===== src/rtl/mips_pkg.sv =====
// Shared MIPS core types: multiply/divide opcodes and MDU sequencer states.
package mips_pkg;

  localparam int MDU_OP_W = 3;

  typedef enum logic [MDU_OP_W-1:0] {
    MDU_MULT  = 3'd0,
    MDU_MULTU = 3'd1,
    MDU_DIV   = 3'd2,
    MDU_DIVU  = 3'd3,
    MDU_MTHI  = 3'd4,
    MDU_MTLO  = 3'd5
  } mdu_op_t;

  typedef enum logic [1:0] {
    IDLE = 2'd0,
    RUN  = 2'd1,
    FIX  = 2'd2
  } mdu_state_t;

endpackage


===== src/rtl/mdu_sign_fix.sv =====
// Final sign correction of the unsigned iteration result; pure combinational.
module mdu_sign_fix #(
  parameter int WIDTH = 32
) (
  input  logic [2*WIDTH-1:0] raw_i,
  input  logic               is_div_i,
  input  logic               neg_a_i,
  input  logic               neg_b_i,
  input  logic               div0_i,
  output logic [WIDTH-1:0]   hi_o,
  output logic [WIDTH-1:0]   lo_o
);

  logic               flip;
  logic [2*WIDTH-1:0] prod;
  logic [WIDTH-1:0]   quo, rem;

  assign flip = neg_a_i ^ neg_b_i;

  always_comb begin
    prod = flip ? -raw_i : raw_i;
    quo  = raw_i[WIDTH-1:0];
    rem  = raw_i[2*WIDTH-1:WIDTH];
    hi_o = prod[2*WIDTH-1:WIDTH];
    lo_o = prod[WIDTH-1:0];
    if (is_div_i) begin
      // Divide by zero leaves |a| as remainder, so the dividend-sign fix restores a exactly.
      lo_o = div0_i ? {WIDTH{1'b1}} : (flip ? -quo : quo);
      hi_o = neg_a_i ? -rem : rem;
    end
  end

endmodule


===== src/rtl/mult_div_unit.sv =====
// Iterative radix-2 multiply/divide unit with architectural HI/LO registers.
module mult_div_unit
  import mips_pkg::*;
#(
  parameter int WIDTH = 32
) (
  input  logic                clk_i,
  input  logic                reset_ni,
  input  logic                start_i,
  input  logic [MDU_OP_W-1:0] op_i,
  input  logic [WIDTH-1:0]    src_a_i,
  input  logic [WIDTH-1:0]    src_b_i,
  input  logic                flush_i,
  output logic                busy_o,
  output logic                done_o,
  output logic [WIDTH-1:0]    hi_o,
  output logic [WIDTH-1:0]    lo_o
);

  localparam int CNT_W = $clog2(WIDTH);

  mdu_state_t         state_q, state_d;
  logic [CNT_W-1:0]   cnt_q, cnt_d;
  logic [2*WIDTH-1:0] acc_q, acc_d;
  logic [WIDTH-1:0]   opnd_q, opnd_d;
  logic               is_div_q, is_div_d;
  logic               neg_a_q, neg_a_d, neg_b_q, neg_b_d;
  logic               div0_q, div0_d;
  logic [WIDTH-1:0]   hi_q, hi_d, lo_q, lo_d;
  logic               done_q, done_d;

  logic               sgn, a_neg, b_neg;
  logic [WIDTH-1:0]   a_mag, b_mag;
  logic [WIDTH:0]     mul_sum, div_rem, div_diff;
  logic [2*WIDTH-1:0] mul_next, div_next;
  logic [WIDTH-1:0]   fix_hi, fix_lo;

  assign sgn   = (op_i == MDU_MULT) || (op_i == MDU_DIV);
  assign a_neg = sgn & src_a_i[WIDTH-1];
  assign b_neg = sgn & src_b_i[WIDTH-1];
  assign a_mag = a_neg ? -src_a_i : src_a_i;
  assign b_mag = b_neg ? -src_b_i : src_b_i;

  // Multiply: upper half accumulates, multiplier bits retire out of the bottom.
  assign mul_sum  = {1'b0, acc_q[2*WIDTH-1:WIDTH]} + {1'b0, opnd_q};
  assign mul_next = acc_q[0] ? {mul_sum, acc_q[WIDTH-1:1]} : {1'b0, acc_q[2*WIDTH-1:1]};

  // Restoring divide: remainder in the upper half, quotient bits enter at the bottom.
  assign div_rem  = {acc_q[2*WIDTH-1:WIDTH], acc_q[WIDTH-1]};
  assign div_diff = div_rem - {1'b0, opnd_q};
  assign div_next = div_diff[WIDTH] ? {div_rem[WIDTH-1:0], acc_q[WIDTH-2:0], 1'b0}
                                    : {div_diff[WIDTH-1:0], acc_q[WIDTH-2:0], 1'b1};

  mdu_sign_fix #(.WIDTH(WIDTH)) u_sign_fix (
    .raw_i    (acc_q),
    .is_div_i (is_div_q),
    .neg_a_i  (neg_a_q),
    .neg_b_i  (neg_b_q),
    .div0_i   (div0_q),
    .hi_o     (fix_hi),
    .lo_o     (fix_lo)
  );

  always_comb begin
    state_d  = state_q;
    cnt_d    = cnt_q;
    acc_d    = acc_q;
    opnd_d   = opnd_q;
    is_div_d = is_div_q;
    neg_a_d  = neg_a_q;
    neg_b_d  = neg_b_q;
    div0_d   = div0_q;
    hi_d     = hi_q;
    lo_d     = lo_q;
    done_d   = 1'b0;
    case (state_q)
      IDLE: begin
        if (start_i && !flush_i) begin
          case (op_i)
            MDU_MULT, MDU_MULTU, MDU_DIV, MDU_DIVU: begin
              state_d  = RUN;
              cnt_d    = '0;
              is_div_d = op_i[1];
              neg_a_d  = a_neg;
              neg_b_d  = b_neg;
              div0_d   = op_i[1] && (src_b_i == '0);
              acc_d    = {{WIDTH{1'b0}}, (op_i[1] ? a_mag : b_mag)};
              opnd_d   = op_i[1] ? b_mag : a_mag;
            end
            MDU_MTHI: hi_d = src_a_i;
            MDU_MTLO: lo_d = src_a_i;
            default: ;
          endcase
        end
      end
      RUN: begin
        if (flush_i) begin
          state_d = IDLE;
        end else begin
          acc_d = is_div_q ? div_next : mul_next;
          if (cnt_q == CNT_W'(WIDTH-1)) state_d = FIX;
          else                          cnt_d   = cnt_q + 1'b1;
        end
      end
      FIX: begin
        state_d = IDLE;
        if (!flush_i) begin
          hi_d   = fix_hi;
          lo_d   = fix_lo;
          done_d = 1'b1;
        end
      end
      default: state_d = IDLE;
    endcase
  end

  always_ff @(posedge clk_i or negedge reset_ni) begin
    if (!reset_ni) begin
      state_q  <= IDLE;
      cnt_q    <= '0;
      acc_q    <= '0;
      opnd_q   <= '0;
      is_div_q <= 1'b0;
      neg_a_q  <= 1'b0;
      neg_b_q  <= 1'b0;
      div0_q   <= 1'b0;
      hi_q     <= '0;
      lo_q     <= '0;
      done_q   <= 1'b0;
    end else begin
      state_q  <= state_d;
      cnt_q    <= cnt_d;
      acc_q    <= acc_d;
      opnd_q   <= opnd_d;
      is_div_q <= is_div_d;
      neg_a_q  <= neg_a_d;
      neg_b_q  <= neg_b_d;
      div0_q   <= div0_d;
      hi_q     <= hi_d;
      lo_q     <= lo_d;
      done_q   <= done_d;
    end
  end

  assign busy_o = (state_q != IDLE);
  assign done_o = done_q;
  assign hi_o   = hi_q;
  assign lo_o   = lo_q;

endmodule


===== config.mk =====
export PLATFORM = sky130hd
export DESIGN_NAME = mult_div_unit
export DESIGN_NICKNAME = d
export VERILOG_FILES = /design/src/rtl/mips_pkg.sv /design/src/rtl/mdu_sign_fix.sv /design/src/rtl/mult_div_unit.sv
export SDC_FILE = /design/constraint.sdc
export NUM_CORES = 1
export LEC_CHECK = 0
export ABC_CLOCK_PERIOD_IN_PS = 8400
export BUFFER_PORTS_ARGS = -buffer_cell sky130_fd_sc_hd__clkbuf_2
export CAP_MARGIN = 20
export CORE_MARGIN = 8
export CORE_UTILIZATION = 45
export CTS_BUF_LIST = sky130_fd_sc_hd__clkbuf_2 sky130_fd_sc_hd__clkbuf_4 sky130_fd_sc_hd__clkbuf_8
export CTS_CLUSTER_DIAMETER = 120
export DETAILED_ROUTE_END_ITERATION = 16
export PLACE_DENSITY = 0.62
export SYNTH_ARGS = -nofsm -noshare
export SYNTH_HDL_FRONTEND = slang
export SYNTH_HIERARCHICAL = 1
export SYNTH_SLANG_ARGS = --single-unit

===== constraint.sdc =====
create_clock -name clk_i -period 8.4 [get_ports clk_i]
set_input_delay 0.84 -clock clk_i [delete_from_list [all_inputs] [get_ports clk_i]]
set_output_delay 0.84 -clock clk_i [all_outputs]
set_load 0.05 [all_outputs]

==> impl_metrics.csv <==
group,metric,value,unit
routing,drtPass1Iterations,6,
synth,ys_seq_elements,172,
setup_path,worstPathRequired,8.80,ns
cts,cts_tree,"yes",
grt,overflow,0,
power,seq_power_share,27.6,%
placed_design,port_buffers,136,
routing,ant_nets,0,
setup_path,reg2reg_from,"acc_q[31]",
cts,cts.htree.levels,4,
grt,grt_pass1_vias,14700,
grt,track_usage,28.86,%
floorplanning,die_h,202.1,um
worst_hold_path,hold_class,"in2async",
floorplanning,die_w,202.1,um
final_layout,n_antenna_cell,0,
floorplanning,num_rows,68,
cts,clockRootBuffer,"clkbuf_8",
placed_design,hpwl,46340,um
routing,wirelength,60480,um
synth,yosysTopAreaCell,"dfrtp_1",
placed_design,placed_cells,2533,
cts,clkLatencyLatePin,0.51,ns
cts,cts.clk_slew.worst_paths,0.11,ns
power,cellPowerDensity,315.6,nW/um2
sta,holdWs,0.3116,ns
final_layout,drive_above_1_share,11.52,%
sta,clock_skew,0.01726,ns
power,irDropWorstVdd,137.8,uV
run_status,status,"complete, no violations",
final_layout,area_growth,9.435,%
routing,vias,15990,
grt,grt_pass1_wl,91890,um
synth,syn_nets,2175,
power,total_power,5381,uW
floorplanning,dieArea,40840,um2
sta,maxSlewHeadroom,28.41,%
cts,cts_buffers,17,
routing,via_per_inst,6.233,
cts,cts_resized,0,
final_layout,fin_area,17050,um2
setup_path,cp-start-kind,"flop",
sta,rsz0062_at_grt,"false",
synth,synth_area_leaders,"dfrtp_1 28%, a21oi_1 7.9%, o21ai_0 6.2%",
sta,worst_slew_pin_slew,1.074,ns
setup_path,worstSetupStartpoint,"acc_q[31]",
synth,synth_area_per_cell,7.669,um2
final_layout,final_cells,2565,
synth,synth_edf_count,0,
setup_path,endpoint,"acc_q[47]",
power,p_leak,0.007533,uW
sta,period_share,49.84,%
setup_path,critical_path_class,"reg2reg",
routing,drc_errors,0,
job,maxCapViolations,0,
synth,synth_top_area_share,27.62,%
synth,synth_async_sr_flop_share,100.0,%
synth,synth.distinct_cells,83,
synth,syn_area,15580,um2
placed_design,dpl_cell_area,16630,um2
sta,post-route-min-period,4.186,ns
floorplanning,coreArea,34290,um2
synth,yosys_warnings,6,
synth,synth_cells,2032,
grt,grt_max_degree,111,
power,p_int,2468,uW
routing,drtIter0Drc,1828,
grt,antenna_found_initial,0,
sta,fmax,238.9,MHz
setup_path,end_kind,"flop",
setup_path,r2r_slack,4.21,ns
synth,synth_most_common_cell,"a21oi_1",
setup_path,timing.critical_path.arrival,4.59,ns
cts,cts_setup_buffers,0,
synth,ys.flop_type,"dfrtp_1",
cts,hold_buffers,0,
sta,setup_viol,0,
synth,synth_common_cells,"247 x a21oi_1, 228 x nand2_1, 194 x o21ai_0",
final_layout,fill_cells,3450,
setup_path,path_max_fanout,23,
cts,clockBufferDepth,2,
sta,hold_violations,0,
cts,numClockSinks,172,
final_layout,final_nets,2242,
power,p_comb_share,61.2,%
power,p_clk_share,11.3,%
power,swShare,54.13,%
routing,routedWlPerCell,23.58,um
setup_path,ff2ff_path_depth,12,
setup_path,r2r-end,"acc_q[47]",
sta,final_max_slew_viol_count,0,
floorplanning,num_io_pins,137,
placed_design,place_congestion,0.9648,
sta,setup-tns-final,0,ns
synth,ys_seq_area_share,27.62,%
floorplanning,start_util,45.45,%
power,p_sw,2913,uW
==> power groups by stage <==
stage	sequential (uW)	clock, uW	combinational, uW
3_3_place_gp	1470	0	3190
3_5_place_dp	1480	0	3210
6_report	1480	606	3290
4_1_cts	1460	614	3230
5_1_grt	1510	645	3580
2_1_floorplan	1540	0	2160
==> cell usage in the layout, fill, tap and decap left out, types with 32 or more instances in the layout <==
master / Yosys / layout
a21oi_1: 247 / 247
nand2_1: 228 / 227
o21ai_0: 194 / 194
nor2_1: 178 / 177
dfrtp_1: 172 / 171
clkbuf_2: 0 / 134
xnor2_1: 85 / 85
xor2_1: 82 / 82
ha_1: 70 / 70
nor3_1: 64 / 64
inv_1: 60 / 60
mux2i_1: 54 / 54
nor2b_1: 44 / 43
nand3_1: 33 / 32
==> how the worst min path moves through the flow <==
stage | cells past startpoint | endpoint | start | slack (ns)
finish | 1 | hi_o[28] | reset_ni | 0.31
global route | 1 | hi_o[26] | reset_ni | 0.35
CTS | 1 | hi_o[0] | reset_ni | 0.33
detailed placement | 2 | hi_o[8] | hi_o[8] | 0.47
global placement | 2 | hi_o[18] | hi_o[18] | 0.46
floorplan | 2 | neg_a_q | neg_a_q | 0.45
==> state kept, by name (all words and copies together), names as in the netlist <==
register  count
div0_q        1
is_div_q      1
hi_o         32
acc_q        64
opnd_q       32
neg_a_q       1
state_q       2
done_o        1
cnt_q         5
lo_o         32
neg_b_q       1
==> metal layers <==
| metal | global-route usage [%] | part of all wire, % | vias up |
|---|---|---|---|
| met5 | 0 | 0 | - |
| met1 | 41.80 | 46 | 7655 |
| met3 | 6.036 | 8.2 | 107 |
| met2 | 40.64 | 41 | 726 |
| met4 | 12.37 | 4.4 | 0 |
| li1 | - | - | 7499 |
==> area by class of cell <==
| class | count | area (um2) | share of cell area [%] |
|---|---|---|---|
| clock buffer | 17 | 234.0 | 1.372 |
| multi-input combinational | 1688 | 10670 | 62.59 |
| inverter | 60 | 225.2 | 1.321 |
| timing repair buffer | 160 | 909.6 | 5.334 |
| sequential | 172 | 4308 | 25.26 |
| clock inverter | 13 | 133.9 | 0.7851 |
| tap | 455 | 569.3 | 3.338 |
==> kinds of logic (layout without fill, tap and decap cells) <==
kind of cell | after synthesis | count (layout) | synth area share, %
flops | 172 | 172 | 27.62
xor+xnor | 167 | 167 | 9.387
simple gates | 688 | 688 | 21.34
compound gates | 694 | 694 | 27.17
mux | 67 | 67 | 4.408
buf+inv | 172 | 250 | 4.191
fa+ha+maj | 72 | 72 | 5.878
==> per-stage QoR <==
stage	setup WS, ns	util, %
floorplan	4.996	-
global placement	4.133	48.50
detailed placement	4.035	48.50
CTS	4.007	49.57
global route	4.049	49.73
finish	4.214	49.73
==> worst max-delay path: stages (launching register included) <==
cell	delay (ns)
dfrtp_1	0.53
inv_1	0.09
ha_1	0.23
fa_1	0.38
nand2b_1	0.22
a21oi_2	0.20
o211ai_1	0.16
a2111o_1	0.50
a211oi_4	0.40
a32oi_1	0.30
nand2_2	0.59
o211ai_1	0.18
a32o_1	0.30
Note: power is estimated with default switching activity, not from simulation.
